[config.mk]
export PLATFORM = sky130hd
export DESIGN_NAME = ex_mem_stage
export DESIGN_NICKNAME = d
export VERILOG_FILES = /design/src/rtl/ex_mem_stage.sv
export SDC_FILE = /design/constraint.sdc
export NUM_CORES = 1
export LEC_CHECK = 0
export CAP_MARGIN = 15
export CORE_MARGIN = 4
export CORE_UTILIZATION = 50
export DETAILED_ROUTE_END_ITERATION = 12
export GPL_ROUTABILITY_DRIVEN = 0
export PLACE_DENSITY = 0.83
export SYNTH_ARGS = -nofsm -noshare
export SYNTH_HDL_FRONTEND = slang
export SYNTH_SLANG_ARGS = --single-unit
export TNS_END_PERCENT = 1
[constraint.sdc]
create_clock -name clk -period 8 [get_ports clk]
set_input_delay 0.8 -clock clk [delete_from_list [all_inputs] [get_ports clk]]
set_output_delay 0.8 -clock clk [all_outputs]
set_load 0.02 [all_outputs]
[src/rtl/ex_mem_stage.sv]
// Execute stage with EX/MEM forwarding, ALU and destination select, registered into EX/MEM.
// One cycle of latency and no backpressure; flush turns the captured instruction into a bubble.
module ex_mem_stage #(
  parameter int DATA_W = 32,
  parameter int RA_REG = 31
) (
  input  logic              clk,
  input  logic              rst,
  input  logic              flush,
  input  logic              AluSrc,
  input  logic              RegWrite,
  input  logic              MemRead,
  input  logic              MemWrite,
  input  logic [1:0]        RegDst,
  input  logic [1:0]        MemToReg,
  input  logic [2:0]        AluOp,
  input  logic [4:0]        Rs,
  input  logic [4:0]        Rt,
  input  logic [4:0]        Rd,
  input  logic [DATA_W-1:0] adderPcOut,
  input  logic [DATA_W-1:0] readData1,
  input  logic [DATA_W-1:0] readData2,
  input  logic [DATA_W-1:0] signExtend,
  input  logic              wbRegWrite,
  input  logic [4:0]        wbDest,
  input  logic [DATA_W-1:0] wbData,
  output logic              RegWriteEXMEM,
  output logic              MemReadEXMEM,
  output logic              MemWriteEXMEM,
  output logic [1:0]        MemToRegEXMEM,
  output logic [DATA_W-1:0] aluResultEXMEM,
  output logic [DATA_W-1:0] writeDataEXMEM,
  output logic [DATA_W-1:0] adderPcOutEXMEM,
  output logic [4:0]        destRegEXMEM,
  output logic              zeroEXMEM,
  output logic [1:0]        fwdA,
  output logic [1:0]        fwdB
);

  localparam logic [4:0] RA_IDX = 5'(RA_REG);

  logic [DATA_W-1:0] exFwd;
  logic [DATA_W-1:0] opA;
  logic [DATA_W-1:0] fwdRt;
  logic [DATA_W-1:0] opB;
  logic [DATA_W-1:0] aluResult;
  logic [4:0]        destReg;

  // A link instruction in EX/MEM carries its result in the PC+4 field.
  assign exFwd = (MemToRegEXMEM == 2'b10) ? adderPcOutEXMEM : aluResultEXMEM;

  always_comb begin
    fwdA = 2'b00;
    if (RegWriteEXMEM && (destRegEXMEM != 5'd0) && (destRegEXMEM == Rs))
      fwdA = 2'b10;
    else if (wbRegWrite && (wbDest != 5'd0) && (wbDest == Rs))
      fwdA = 2'b01;
  end

  always_comb begin
    fwdB = 2'b00;
    if (RegWriteEXMEM && (destRegEXMEM != 5'd0) && (destRegEXMEM == Rt))
      fwdB = 2'b10;
    else if (wbRegWrite && (wbDest != 5'd0) && (wbDest == Rt))
      fwdB = 2'b01;
  end

  always_comb begin
    case (fwdA)
      2'b10:   opA = exFwd;
      2'b01:   opA = wbData;
      default: opA = readData1;
    endcase
    case (fwdB)
      2'b10:   fwdRt = exFwd;
      2'b01:   fwdRt = wbData;
      default: fwdRt = readData2;
    endcase
    opB = AluSrc ? signExtend : fwdRt;
  end

  always_comb begin
    case (AluOp)
      3'b001:  aluResult = opA - opB;
      3'b010:  aluResult = opA & opB;
      3'b011:  aluResult = opA | opB;
      3'b100:  aluResult = {{(DATA_W-1){1'b0}}, ($signed(opA) < $signed(opB))};
      default: aluResult = opA + opB;
    endcase
  end

  always_comb begin
    case (RegDst)
      2'b01:   destReg = Rd;
      2'b10:   destReg = RA_IDX;
      default: destReg = Rt;
    endcase
  end

  always_ff @(posedge clk) begin
    if (rst) begin
      RegWriteEXMEM   <= 1'b0;
      MemReadEXMEM    <= 1'b0;
      MemWriteEXMEM   <= 1'b0;
      MemToRegEXMEM   <= 2'b00;
      aluResultEXMEM  <= '0;
      writeDataEXMEM  <= '0;
      adderPcOutEXMEM <= '0;
      destRegEXMEM    <= 5'd0;
      zeroEXMEM       <= 1'b0;
    end else begin
      // Data fields capture even on flush so the bubble stays deterministic.
      RegWriteEXMEM   <= flush ? 1'b0  : RegWrite;
      MemReadEXMEM    <= flush ? 1'b0  : MemRead;
      MemWriteEXMEM   <= flush ? 1'b0  : MemWrite;
      MemToRegEXMEM   <= flush ? 2'b00 : MemToReg;
      aluResultEXMEM  <= aluResult;
      writeDataEXMEM  <= fwdRt;
      adderPcOutEXMEM <= adderPcOut;
      destRegEXMEM    <= destReg;
      zeroEXMEM       <= (aluResult == '0);
    end
  end

endmodule

==> results.txt, run 1 <==
----------------------------------------------------
[Placement]
  Number of I/O port buffers ... 305
  Half-perimeter wire length after placement ... 32.2 mm
  Number of placed instances, taps included ... 1874
  Worst slack at placement ... 0.820 ns

[Synthesis]
  Total nets after synthesis ... 1664
  Flip-flop and latch count after synthesis ... 107
  Multiplexer area fraction after synthesis ... 16.5%
  Number of warnings issued by yosys ... 0
  Most common flop cell mapped by yosys ... sky130_fd_sc_hd__dfxtp_1
  Number of flops mapped to enable cells by yosys ... 0
  Compound-Gate Fraction of Synth Area ... 22.2%
  Sequential-to-total area share from yosys stat ... 19.9%
  Main combinational cell family by area after synthesis ... compound AO/OA/AOI/OAI gates
  Adder and majority gate portion of the synthesized area ... 11.8%
  Syn Std Cell Area ... 0.0108 mm²
  Share of the synthesized netlist area taken by xor and xnor gates ... 2.36%
  Syn Inst Count ... 1369
  Yosys cell types ... 86
  Post-synthesis share of cell area spent on and, or, nand and nor gates ... 20.5%
  Async SR Flop Fraction ... 0%
  Mean cell area of the mapped netlist ... 7.87 µm²

[Worst setup path]
  Crit Reg-Reg Endpoint ... zeroEXMEM$_SDFF_PP0_
  Sort of element at the start of the critical path ... primary input
  WP data arrival ... 7.52 ns
  Crit path max fanout ... 33
  FF-to-FF path depth ... 17
  Worst setup path end ... zeroEXMEM$_SDFF_PP0_
  Crit. Startpoint ... wbDest[1]
  Data required time at the worst endpoint ... 8.28 ns
  Crit. End Element ... flip-flop
  Setup Crit Path Kind ... primary input to flip-flop
  RR Startpoint ... destRegEXMEM[3]$_SDFF_PP0_
  R2R Setup Slk ... 1.36 ns

[Clocking]
  Buffers inserted by post-CTS timing repair ... 0
  Number of gates resized after CTS ... 0
  Clock latency reported for the late side of the worst-skew pair ... 0.37 ns
  CTS tree ... yes
  Clock slew at reported path FFs ... 0.08 ns
  Sinks on Clock Net ... 107
  Root Buffer ... sky130_fd_sc_hd__clkbuf_16
  Htree depth ... 3
  Cts bufs inserted ... 9
  Count of hold-fix buffers inserted at cts ... 0
  Largest buffer count on any clock path ... 2

[Detailed routing]
  DRC marker count from the first detailed-route iteration ... 1695
  Detailed-route DRC error count ... 0
  Via count normalized by instance count ... 6.22
  Vias ... 11756
  Number of iterations in the first detailed-routing pass ... 8
  Post-route antenna net violation count ... 0
  WL per Instance ... 22.0 µm
  Routed wire length ... 41.5 mm

[Timing]
  Clock period minus final worst setup slack ... 7.24 ns
  Skew final ... 0.0163 ns
  Normalized max-slew margin ... 34.6%
  Transition at the pin with the smallest max-transition slack ... 0.968 ns
  Max-slew violations ... 0
  Fin crit share ... 90.5%
  RSZ-0062 raised after global routing ... false
  Max Fclk ... 0.138 GHz
  Total count of hold-check failures in the final report ... 0
  Total negative slack for setup checks ... 0 ns
  Slack of the critical path ... 0.757 ns
  Final setup vio count ... 0
  Hold_ws ... 0.765 ns

[Die]
  Initial cell density of the core ... 51.1%
  Die Y ... 155 µm
  Die footprint ... 0.0240 mm²
  Cell row count ... 53
  Number of top-level pins ... 306
  Area of the core ... 0.0211 mm²
  Die extent in x ... 155 µm

[Final layout]
  P&R area growth vs syn ... 32.0%
  Commonest non-fill, non-tap cell in the layout ... sky130_fd_sc_hd__clkdlybuf4s50_1
  Antenna cells ... 0
  Nets ... 1905
  Proportion of layout cells with a drive suffix above 1 ... 8.12%
  Layout fillers ... 1752
  Layout Cells excl Fill ... 1889
  Most used cells in the layout excluding fill and tap cells ... sky130_fd_sc_hd__clkdlybuf4s50_1, sky130_fd_sc_hd__dfxtp_1, sky130_fd_sc_hd__mux2i_1

[Pwr]
  VDD IR max ... 0.102 mV
  Cell leakage power ... 5.86 nW
  Total power density per cell area ... 145 mW/mm²

[Outcome]
  Status ... completed

[Global routing]
  Antenna violations before repair ... 0
  Combined global-route utilization of all metal layers ... 32.7%
  Via count of the first global-routing pass ... 11184
  Wire length of the first global-routing pass ... 62.8 mm
  Overall overflow remaining after global route ... 0
  Maximum number of pins on one net before global-route repair ... 65

[Min path]
  Worst hold path cell count ... 3
  Classification of the worst-slack hold path ... flip-flop to flip-flop

[Run]
  Max capacitance violation total ... 0

----------------------------------------------------
[synth_stat cells (4+ instances only)]
library cell,n,area [µm²]
sky130_fd_sc_hd__or3_1,5,31.3
sky130_fd_sc_hd__o31ai_1,14,105
sky130_fd_sc_hd__nand2b_1,17,106
sky130_fd_sc_hd__nor2b_1,90,563
sky130_fd_sc_hd__dfxtp_1,107,2140
sky130_fd_sc_hd__nand2_1,94,353
sky130_fd_sc_hd__or2_2,5,31.3
sky130_fd_sc_hd__a211oi_1,17,128
sky130_fd_sc_hd__xnor2_1,20,175
sky130_fd_sc_hd__a21oi_1,90,450
sky130_fd_sc_hd__mux2_2,65,732
sky130_fd_sc_hd__clkbuf_1,66,248
sky130_fd_sc_hd__a221oi_1,7,61.3
sky130_fd_sc_hd__mux2i_1,104,1040
sky130_fd_sc_hd__and4_1,5,43.8
sky130_fd_sc_hd__a31oi_1,8,50.1
sky130_fd_sc_hd__a22oi_1,8,60.1
sky130_fd_sc_hd__inv_1,98,368
sky130_fd_sc_hd__xor2_1,9,78.8
sky130_fd_sc_hd__o221ai_1,8,70.1
sky130_fd_sc_hd__ha_1,98,1230
sky130_fd_sc_hd__and2_1,13,81.3
sky130_fd_sc_hd__buf_2,8,40.0
sky130_fd_sc_hd__o21a_1,7,52.6
sky130_fd_sc_hd__nand3_1,20,100
sky130_fd_sc_hd__o21ai_1,4,20.0
sky130_fd_sc_hd__o21bai_1,10,75.1
sky130_fd_sc_hd__o211ai_1,21,158
sky130_fd_sc_hd__o31a_1,7,61.3
sky130_fd_sc_hd__nor3_1,16,80.1
sky130_fd_sc_hd__buf_1,10,37.5
sky130_fd_sc_hd__a21o_1,6,45.0
sky130_fd_sc_hd__a221o_1,5,50.1
sky130_fd_sc_hd__or4_1,8,60.1
sky130_fd_sc_hd__a211o_1,5,43.8
sky130_fd_sc_hd__o22ai_1,10,62.6
sky130_fd_sc_hd__nor2_1,94,353
sky130_fd_sc_hd__nand4_1,13,81.3
sky130_fd_sc_hd__o21ai_0,82,410
sky130_fd_sc_hd__o311ai_0,5,43.8
sky130_fd_sc_hd__nor4_1,16,100
[cells by family (layout without fill, tap and decap cells)]
family,Yosys count,after routing
mux,169,169
flops,107,107
simple gates,421,421
buf+inv,188,433
xor+xnor,29,29
fa+ha+maj,100,100
compound gates,355,355
[sequential cells by signal (all words and copies together) (netlist names)]
| register | flops |
|---|---|
| RegWriteEXMEM | 1 |
| zeroEXMEM | 1 |
| MemToRegEXMEM | 2 |
| MemWriteEXMEM | 1 |
| adderPcOutEXMEM | 32 |
| destRegEXMEM | 5 |
| writeDataEXMEM | 32 |
| aluResultEXMEM | 32 |
| MemReadEXMEM | 1 |
[final cells by class]
type,count,area (µm²),area share [%]
Clock buffer,9,225,1.58
Clock inverter,6,51.3,0.361
Inverter,100,375,2.64
Multi-Input combinational cell,1074,7940,55.8
Sequential cell,107,2140,15.1
Tap cell,275,344,2.42
Timing Repair Buffer,318,3150,22.1
[worst min path at each step]
stage | startpoint | end | slack [ns]
finish | adderPcOutEXMEM[8]$_SDFF_PP0_ | writeDataEXMEM[8]$_SDFF_PP0_ | 0.76
detailed placement | adderPcOutEXMEM[21]$_SDFF_PP0_ | writeDataEXMEM[21]$_SDFF_PP0_ | 0.74
global placement | aluResultEXMEM[20]$_SDFF_PP0_ | writeDataEXMEM[20]$_SDFF_PP0_ | 0.72
global route | adderPcOutEXMEM[2]$_SDFF_PP0_ | writeDataEXMEM[2]$_SDFF_PP0_ | 0.81
CTS | adderPcOutEXMEM[17]$_SDFF_PP0_ | writeDataEXMEM[17]$_SDFF_PP0_ | 0.77
floorplan | adderPcOutEXMEM[11]$_SDFF_PP0_ | writeDataEXMEM[11]$_SDFF_PP0_ | 0.78
[stage by stage]
step / power, mW / utilization [%] / area, µm²
3_5_place_dp: 1.60 / 66.1 / 13900
4_1_cts: 2.05 / 67.4 / 14200
5_1_grt: 2.16 / 67.4 / 14200
6_report: 2.07 / 67.4 / 14200
2_1_floorplan: 1.23 / - / 10800
3_3_place_gp: 1.58 / 66.1 / 13900
[power by group]
part	leakage (nW)	internal (mW)	switching (mW)
clock network	0.138	0.215	0.227
logic	4.83	0.437	0.582
registers	0.890	0.578	0.0286
total	5.86	1.23	0.837
[worst max-delay path, cell delays in order]
cell                              delay [ns]
sky130_fd_sc_hd__clkdlybuf4s50_1        0.49
sky130_fd_sc_hd__or4_1                  0.54
sky130_fd_sc_hd__o21ai_0                0.31
sky130_fd_sc_hd__nor4_2                 0.11
sky130_fd_sc_hd__buf_4                  0.31
sky130_fd_sc_hd__mux2_2                 0.33
sky130_fd_sc_hd__nand2_1                0.07
sky130_fd_sc_hd__o21ai_0                0.14
sky130_fd_sc_hd__mux2_2                 0.37
sky130_fd_sc_hd__ha_1                   0.50
sky130_fd_sc_hd__inv_1                  0.19
sky130_fd_sc_hd__o41a_1                 0.45
sky130_fd_sc_hd__a211oi_1               0.41
sky130_fd_sc_hd__a31oi_1                0.20
sky130_fd_sc_hd__o41ai_1                0.82
sky130_fd_sc_hd__a21oi_1                0.21
sky130_fd_sc_hd__xnor2_1                0.19
sky130_fd_sc_hd__a211oi_1               0.41
sky130_fd_sc_hd__nand4_1                0.18
sky130_fd_sc_hd__nand4b_1               0.23
sky130_fd_sc_hd__nor4b_2                0.23
[per-layer routing]
metal,wire [µm],track usage [%],up-vias
li1,-,-,5375
met1,16400,41.9,5503
met2,19300,54.7,757
met3,4550,8.00,121
met4,1340,9.84,0
met5,0,0,-
(Power assumes the default switching activity.)
==> inputs of run 2 (changes only) <==
- CORE_UTILIZATION: 50 -> 25
- PLACE_DENSITY: 0.83 -> unset
==> run 2 against run 1 <==
  * Design area rose by 2.6%
  * Clock power is 12% higher
  * Combinational power about the same
  * Power rose by 3.4%
  * Die area grew 94%
  * Utilization down 33 points
  * Register-to-register slack better by 0.32 ns
  * Cell count increased by 14%
  * Critical endpoint unchanged
  * Largest cell class unchanged
==> results.txt, run 2 (synthesis gave the netlist of run 1 again) <==
----------------------------------------------------
[Outcome]
  Status ... completed

[Detailed routing]
  Routed wire length ... 46.7 mm
  WL per Instance ... 21.7 µm
  Number of iterations in the first detailed-routing pass ... 8
  Vias ... 11535
  DRC marker count from the first detailed-route iteration ... 1219
  Via count normalized by instance count ... 5.36
  Post-route antenna net violation count ... 0
  Detailed-route DRC error count ... 0

[Timing]
  RSZ-0062 raised after global routing ... false
  Normalized max-slew margin ... 22.8%
  Total count of hold-check failures in the final report ... 0
  Max Fclk ... 0.143 GHz
  Final setup vio count ... 0
  Skew final ... 0.0132 ns
  Max-slew violations ... 0
  Fin crit share ... 87.1%
  Clock period minus final worst setup slack ... 6.97 ns
  Total negative slack for setup checks ... 0 ns
  Transition at the pin with the smallest max-transition slack ... 1.16 ns

[Global routing]
  Maximum number of pins on one net before global-route repair ... 59
  Wire length of the first global-routing pass ... 70.9 mm
  Via count of the first global-routing pass ... 11521
  Combined global-route utilization of all metal layers ... 19.4%
  Antenna violations before repair ... 0
  Overall overflow remaining after global route ... 0

[Clocking]
  Sinks on Clock Net ... 107
  Count of hold-fix buffers inserted at cts ... 0
  Number of gates resized after CTS ... 0
  Htree depth ... 3
  Clock slew at reported path FFs ... 0.08 ns
  Root Buffer ... sky130_fd_sc_hd__clkbuf_16
  Clock latency reported for the late side of the worst-skew pair ... 0.38 ns
  Largest buffer count on any clock path ... 2
  Cts bufs inserted ... 9
  Buffers inserted by post-CTS timing repair ... 0
  CTS tree ... yes

[Placement]
  Number of placed instances, taps included ... 2138
  Post-Place Cell Area ... 0.0143 mm²
  Half-perimeter wire length after placement ... 36.9 mm
  Number of I/O port buffers ... 305

[Final layout]
  Nets ... 1905
  Area used by sequential logic in the layout ... 0.00214 mm²
  Commonest non-fill, non-tap cell in the layout ... sky130_fd_sc_hd__clkdlybuf4s50_1
  Most used cells in the layout excluding fill and tap cells ... sky130_fd_sc_hd__clkdlybuf4s50_1, sky130_fd_sc_hd__dfxtp_1, sky130_fd_sc_hd__mux2i_1
  P&R area growth vs syn ... 35.4%
  Proportion of layout cells with a drive suffix above 1 ... 8.17%
  Final non-filler cell area ... 0.0146 mm²
  Footprint of the multi-input gates ... 0.00794 mm²
  Layout Cells excl Fill ... 2154
  Antenna cells ... 0
  Largest regs ... adderPcOutEXMEM (32), aluResultEXMEM (32), writeDataEXMEM (32)
  Layout fillers ... 4400

[Worst setup path]
  Sort of element at the start of the critical path ... primary input
  Crit path max fanout ... 33
  Crit. End Element ... flip-flop
  Data required time at the worst endpoint ... 8.30 ns
  Setup Crit Path Kind ... primary input to flip-flop
  WP data arrival ... 7.27 ns

[Pwr]
  Internal portion of total power ... 1.28 mW
  VDD IR max ... 0.102 mV
  Switching power ... 0.862 mW
  Fraction of power consumed by the clock network ... 23.1%
  Switching Fraction ... 40.3%
  Fraction of power consumed by sequential logic ... 28.4%
  Total power density per cell area ... 146 mW/mm²
  Cell leakage power ... 5.87 nW
  Part of the total power dissipated in combinational logic ... 48.5%

[Die]
  Cell row count ... 75
  Number of top-level pins ... 306
  Die footprint ... 0.0465 mm²
  Die Y ... 216 µm
  Area of the core ... 0.0422 mm²
  Die extent in x ... 216 µm
  Initial cell density of the core ... 25.5%

[Run]
  Max capacitance violation total ... 0

[Min path]
  Classification of the worst-slack hold path ... flip-flop to flip-flop

----------------------------------------------------
## run 2: cell types whose count changed in the layout (fill, tap and decap cells not counted), sizes merged
| cell | previous run | this run |
|---|---|---|
| clkinv | 4 | 1 |
| inv | 102 | 103 |
| bufinv | 0 | 1 |
| clkbuf | 9 | 11 |
## run 2: final timing paths
| kind | from | to | slack, ns | depth (start not counted) |
|---|---|---|---|---|
| setup / recovery | wbDest[1] | zeroEXMEM$_SDFF_PP0_ | 1.03 | 22 |
| setup reg to reg | destRegEXMEM[4]$_SDFF_PP0_ | zeroEXMEM$_SDFF_PP0_ | 1.68 | 19 |
| hold reg to reg | adderPcOutEXMEM[7]$_SDFF_PP0_ | writeDataEXMEM[7]$_SDFF_PP0_ | 0.74 | 3 |
| hold / removal | adderPcOutEXMEM[7]$_SDFF_PP0_ | writeDataEXMEM[7]$_SDFF_PP0_ | 0.74 | 3 |
## run 2: critical path, cell delays in order
cell and delay (ns):
sky130_fd_sc_hd__clkdlybuf4s50_1 0.47, sky130_fd_sc_hd__or4_1 0.52, sky130_fd_sc_hd__o21ai_0 0.34, sky130_fd_sc_hd__nor4_2 0.10, sky130_fd_sc_hd__buf_4 0.31, sky130_fd_sc_hd__mux2_2 0.34, sky130_fd_sc_hd__nand2_1 0.06, sky130_fd_sc_hd__o21ai_0 0.12
sky130_fd_sc_hd__mux2_2 0.35, sky130_fd_sc_hd__ha_1 0.54, sky130_fd_sc_hd__inv_1 0.23, sky130_fd_sc_hd__o41a_1 0.46, sky130_fd_sc_hd__a211oi_1 0.45, sky130_fd_sc_hd__a31oi_1 0.24, sky130_fd_sc_hd__o41ai_1 0.35, sky130_fd_sc_hd__buf_4 0.21
sky130_fd_sc_hd__a21oi_1 0.08, sky130_fd_sc_hd__xnor2_1 0.17, sky130_fd_sc_hd__a211oi_1 0.42, sky130_fd_sc_hd__nand4_1 0.20, sky130_fd_sc_hd__nand4b_1 0.25, sky130_fd_sc_hd__nor4b_2 0.22
## run 2: layout make-up
| cell class | count | share of cell area, % |
|---|---|---|
| clock buffer | 11 | 1.66 |
| clock inverter | 5 | 0.463 |
| inverter | 100 | 2.57 |
| multi-input combinational | 1074 | 54.4 |
| sequential | 107 | 14.7 |
| tap | 539 | 4.62 |
| timing repair buffer | 318 | 21.6 |
## run 2: power by group through the flow
stage	Combinational, mW	Clock (mW)	Sequential, mW
CTS	1.02	0.510	0.608
global route	1.11	0.526	0.612
global placement	1.01	0	0.619
detailed placement	1.01	0	0.620
floorplan	0.560	0	0.668
finish	1.04	0.494	0.607
## run 2: through the flow
| step | utilization, % | hold slack (ns) | setup slack, ns | power (mW) |
|---|---|---|---|---|
| after global routing | 34.6 | 0.806 | 0.624 | 2.25 |
| after floorplan | - | 0.785 | 2.25 | 1.23 |
| after CTS | 34.6 | 0.746 | 1.18 | 2.14 |
| after detailed placement | 33.8 | 0.737 | 0.783 | 1.63 |
| after global placement | 33.8 | 0.721 | 0.875 | 1.63 |
| final | 34.6 | 0.735 | 1.03 | 2.14 |
## run 2: routing by layer
| metal | global-route usage (%) | up-vias | wire length (µm) |
|---|---|---|---|
| met5 | 0 | - | 0 |
| met4 | 7.77 | 0 | 1940 |
| met3 | 4.04 | 120 | 3550 |
| met2 | 32.0 | 618 | 21700 |
| met1 | 24.6 | 5418 | 19500 |
| li1 | - | 5379 | - |
==> inputs of run 3 (changes only) <==
- CAP_MARGIN: 15 -> unset
- CORE_UTILIZATION: 25 -> 35
==> run 3 against run 2 <==
  * Global-route usage rose by 6.5 points
  * Sequential cell count did not move
  * Register-to-register slack got worse by 0.26 ns
  * Utilization grew 13 points
  * Routed wire length shrank 1.4%
  * Hold slack about the same
  * Cell count decreased by 6.9%
  * Worst setup slack got worse by 0.019 ns
  * Sequential share of layout area rose by 0.20 points
  * Design area fell by 1.3%
  * Critical path type unchanged
==> results.txt, run 3 (synthesis gave the netlist of run 1 again) <==
----------------------------------------------------
[Clocking]
  Clock slew at reported path FFs ... 0.07 ns
  Number of gates resized after CTS ... 0
  Htree depth ... 3
  Root Buffer ... sky130_fd_sc_hd__clkbuf_16
  Sinks on Clock Net ... 107
  Largest buffer count on any clock path ... 2
  Buffers inserted by post-CTS timing repair ... 0
  Count of hold-fix buffers inserted at cts ... 0
  Clock latency reported for the late side of the worst-skew pair ... 0.37 ns
  CTS tree ... yes
  Cts bufs inserted ... 9

[Detailed routing]
  Routed wire length ... 46.0 mm
  DRC marker count from the first detailed-route iteration ... 1269
  Met3 layer wire length in the routed design ... 3.73 mm
  WL per Instance ... 22.9 µm
  Post-route antenna net violation count ... 0
  Number of iterations in the first detailed-routing pass ... 6
  Wire length on met1 ... 20.3 mm
  Vias ... 11530
  Detailed-route DRC error count ... 0
  Met2 WL post-DR ... 21.0 mm
  Via count normalized by instance count ... 5.75
  DR top layer ... met5

[Final layout]
  Final non-filler cell area ... 0.0144 mm²
  P&R area growth vs syn ... 33.6%
  Commonest non-fill, non-tap cell in the layout ... sky130_fd_sc_hd__clkdlybuf4s50_1
  Nets ... 1907
  Largest regs ... adderPcOutEXMEM (32), aluResultEXMEM (32), writeDataEXMEM (32)
  Most used cells in the layout excluding fill and tap cells ... sky130_fd_sc_hd__clkdlybuf4s50_1, sky130_fd_sc_hd__dfxtp_1, sky130_fd_sc_hd__mux2i_1
  Antenna cells ... 0
  Proportion of layout cells with a drive suffix above 1 ... 8.17%

[Die]
  Die Y ... 183 µm
  Number of top-level pins ... 306
  Initial cell density of the core ... 35.9%
  Die extent in x ... 183 µm
  Cell row count ... 63
  Die footprint ... 0.0337 mm²
  Area of the core ... 0.0300 mm²

[Timing]
  RSZ-0062 raised after global routing ... false
  Hold_ws ... 0.735 ns
  Total count of hold-check failures in the final report ... 0
  Max-slew violations ... 0
  Transition at the pin with the smallest max-transition slack ... 1.30 ns
  Max Fclk ... 0.143 GHz
  Normalized max-slew margin ... 13.0%
  Total negative slack for setup checks ... 0 ns
  Skew final ... 0.0155 ns
  Fin crit share ... 87.4%
  Clock period minus final worst setup slack ... 6.99 ns
  Final setup vio count ... 0

[Min path]
  Classification of the worst-slack hold path ... flip-flop to flip-flop

[Pwr]
  Part of the total power dissipated in combinational logic ... 49.1%
  VDD IR max ... 0.103 mV
  Fraction of power consumed by the clock network ... 22.0%
  Total power density per cell area ... 146 mW/mm²
  Switching Fraction ... 40.0%
  Cell leakage power ... 5.87 nW
  Internal portion of total power ... 1.26 mW
  Switching power ... 0.841 mW
  Fraction of power consumed by sequential logic ... 28.9%

[Global routing]
  Overall overflow remaining after global route ... 0
  Combined global-route utilization of all metal layers ... 25.9%
  Via count of the first global-routing pass ... 11031
  Antenna violations before repair ... 1
  Wire length of the first global-routing pass ... 67.8 mm
  Maximum number of pins on one net before global-route repair ... 64

[Placement]
  Post-Place Cell Area ... 0.0141 mm²
  Number of I/O port buffers ... 305
  Half-perimeter wire length after placement ... 36.0 mm

[Worst setup path]
  Setup Crit Path Kind ... primary input to flip-flop
  Sort of element at the start of the critical path ... primary input
  Crit path max fanout ... 50
  Data required time at the worst endpoint ... 8.28 ns
  WP data arrival ... 7.27 ns
  Crit. End Element ... flip-flop

[Run]
  Max capacitance violation total ... 0

[Outcome]
  Status ... completed

----------------------------------------------------
-- run 3: path summary, 6_finish.rpt --
| path | startpoint | end | slack (ns) | depth (start not counted) |
|---|---|---|---|---|
| max | Rt[0] | zeroEXMEM$_SDFF_PP0_ | 1.01 | 20 |
| min | adderPcOutEXMEM[2]$_SDFF_PP0_ | writeDataEXMEM[2]$_SDFF_PP0_ | 0.73 | 3 |
| max reg2reg | destRegEXMEM[3]$_SDFF_PP0_ | zeroEXMEM$_SDFF_PP0_ | 1.42 | 18 |
| min reg2reg | adderPcOutEXMEM[2]$_SDFF_PP0_ | writeDataEXMEM[2]$_SDFF_PP0_ | 0.73 | 3 |
-- run 3: through the flow --
step                      util [%]  std cells  power, mW  setup WS [ns]
after global routing          47.9       2006       2.21          0.560
final                         47.9       2006       2.10           1.01
after CTS                     47.9       2006       2.10           1.13
after global placement        47.0       1991       1.62          0.759
after detailed placement      47.0       1991       1.63          0.746
after floorplan                  -       1369       1.23           2.25
-- run 3: area by class of cell --
class | instances | area, µm²
Inverter | 100 | 375
Clock buffer | 11 | 233
Timing Repair Buffer | 320 | 3170
Fill cell | 2939 | 15600
Tap cell | 390 | 488
Multi-Input combinational cell | 1074 | 7940
Sequential cell | 107 | 2140
Clock inverter | 4 | 52.6
-- run 3: routing by layer --
metal / up-vias / GRT usage (%)
met2: 559 / 41.6
met5: - / 0
met1: 5519 / 36.6
li1: 5380 / -
met3: 70 / 3.62
met4: 2 / 6.64
-- run 3: critical path, stage by stage --
cell and delay (ns):
sky130_fd_sc_hd__clkdlybuf4s50_1 0.60, sky130_fd_sc_hd__xnor2_1 0.15, sky130_fd_sc_hd__nand3_1 0.09, sky130_fd_sc_hd__or4_2 1.14, sky130_fd_sc_hd__nand2_1 0.17, sky130_fd_sc_hd__o21ai_0 0.11, sky130_fd_sc_hd__mux2_2 0.37, sky130_fd_sc_hd__ha_1 0.56
sky130_fd_sc_hd__inv_1 0.23, sky130_fd_sc_hd__o41a_1 0.46, sky130_fd_sc_hd__a211oi_1 0.42, sky130_fd_sc_hd__a31oi_1 0.22, sky130_fd_sc_hd__o41ai_1 0.29, sky130_fd_sc_hd__buf_4 0.21, sky130_fd_sc_hd__a21oi_1 0.09, sky130_fd_sc_hd__xnor2_1 0.13
sky130_fd_sc_hd__a211oi_1 0.51, sky130_fd_sc_hd__nand4_1 0.25, sky130_fd_sc_hd__nand4b_1 0.27, sky130_fd_sc_hd__nor4b_2 0.23
-- run 3: power by group through the flow --
stage / clock network, mW / logic [mW] / registers, mW
after CTS: 0.478 / 1.01 / 0.607
after global placement: 0 / 1.00 / 0.618
after floorplan: 0 / 0.560 / 0.668
after detailed placement: 0 / 1.01 / 0.620
after global routing: 0.494 / 1.11 / 0.612
final: 0.462 / 1.03 / 0.607
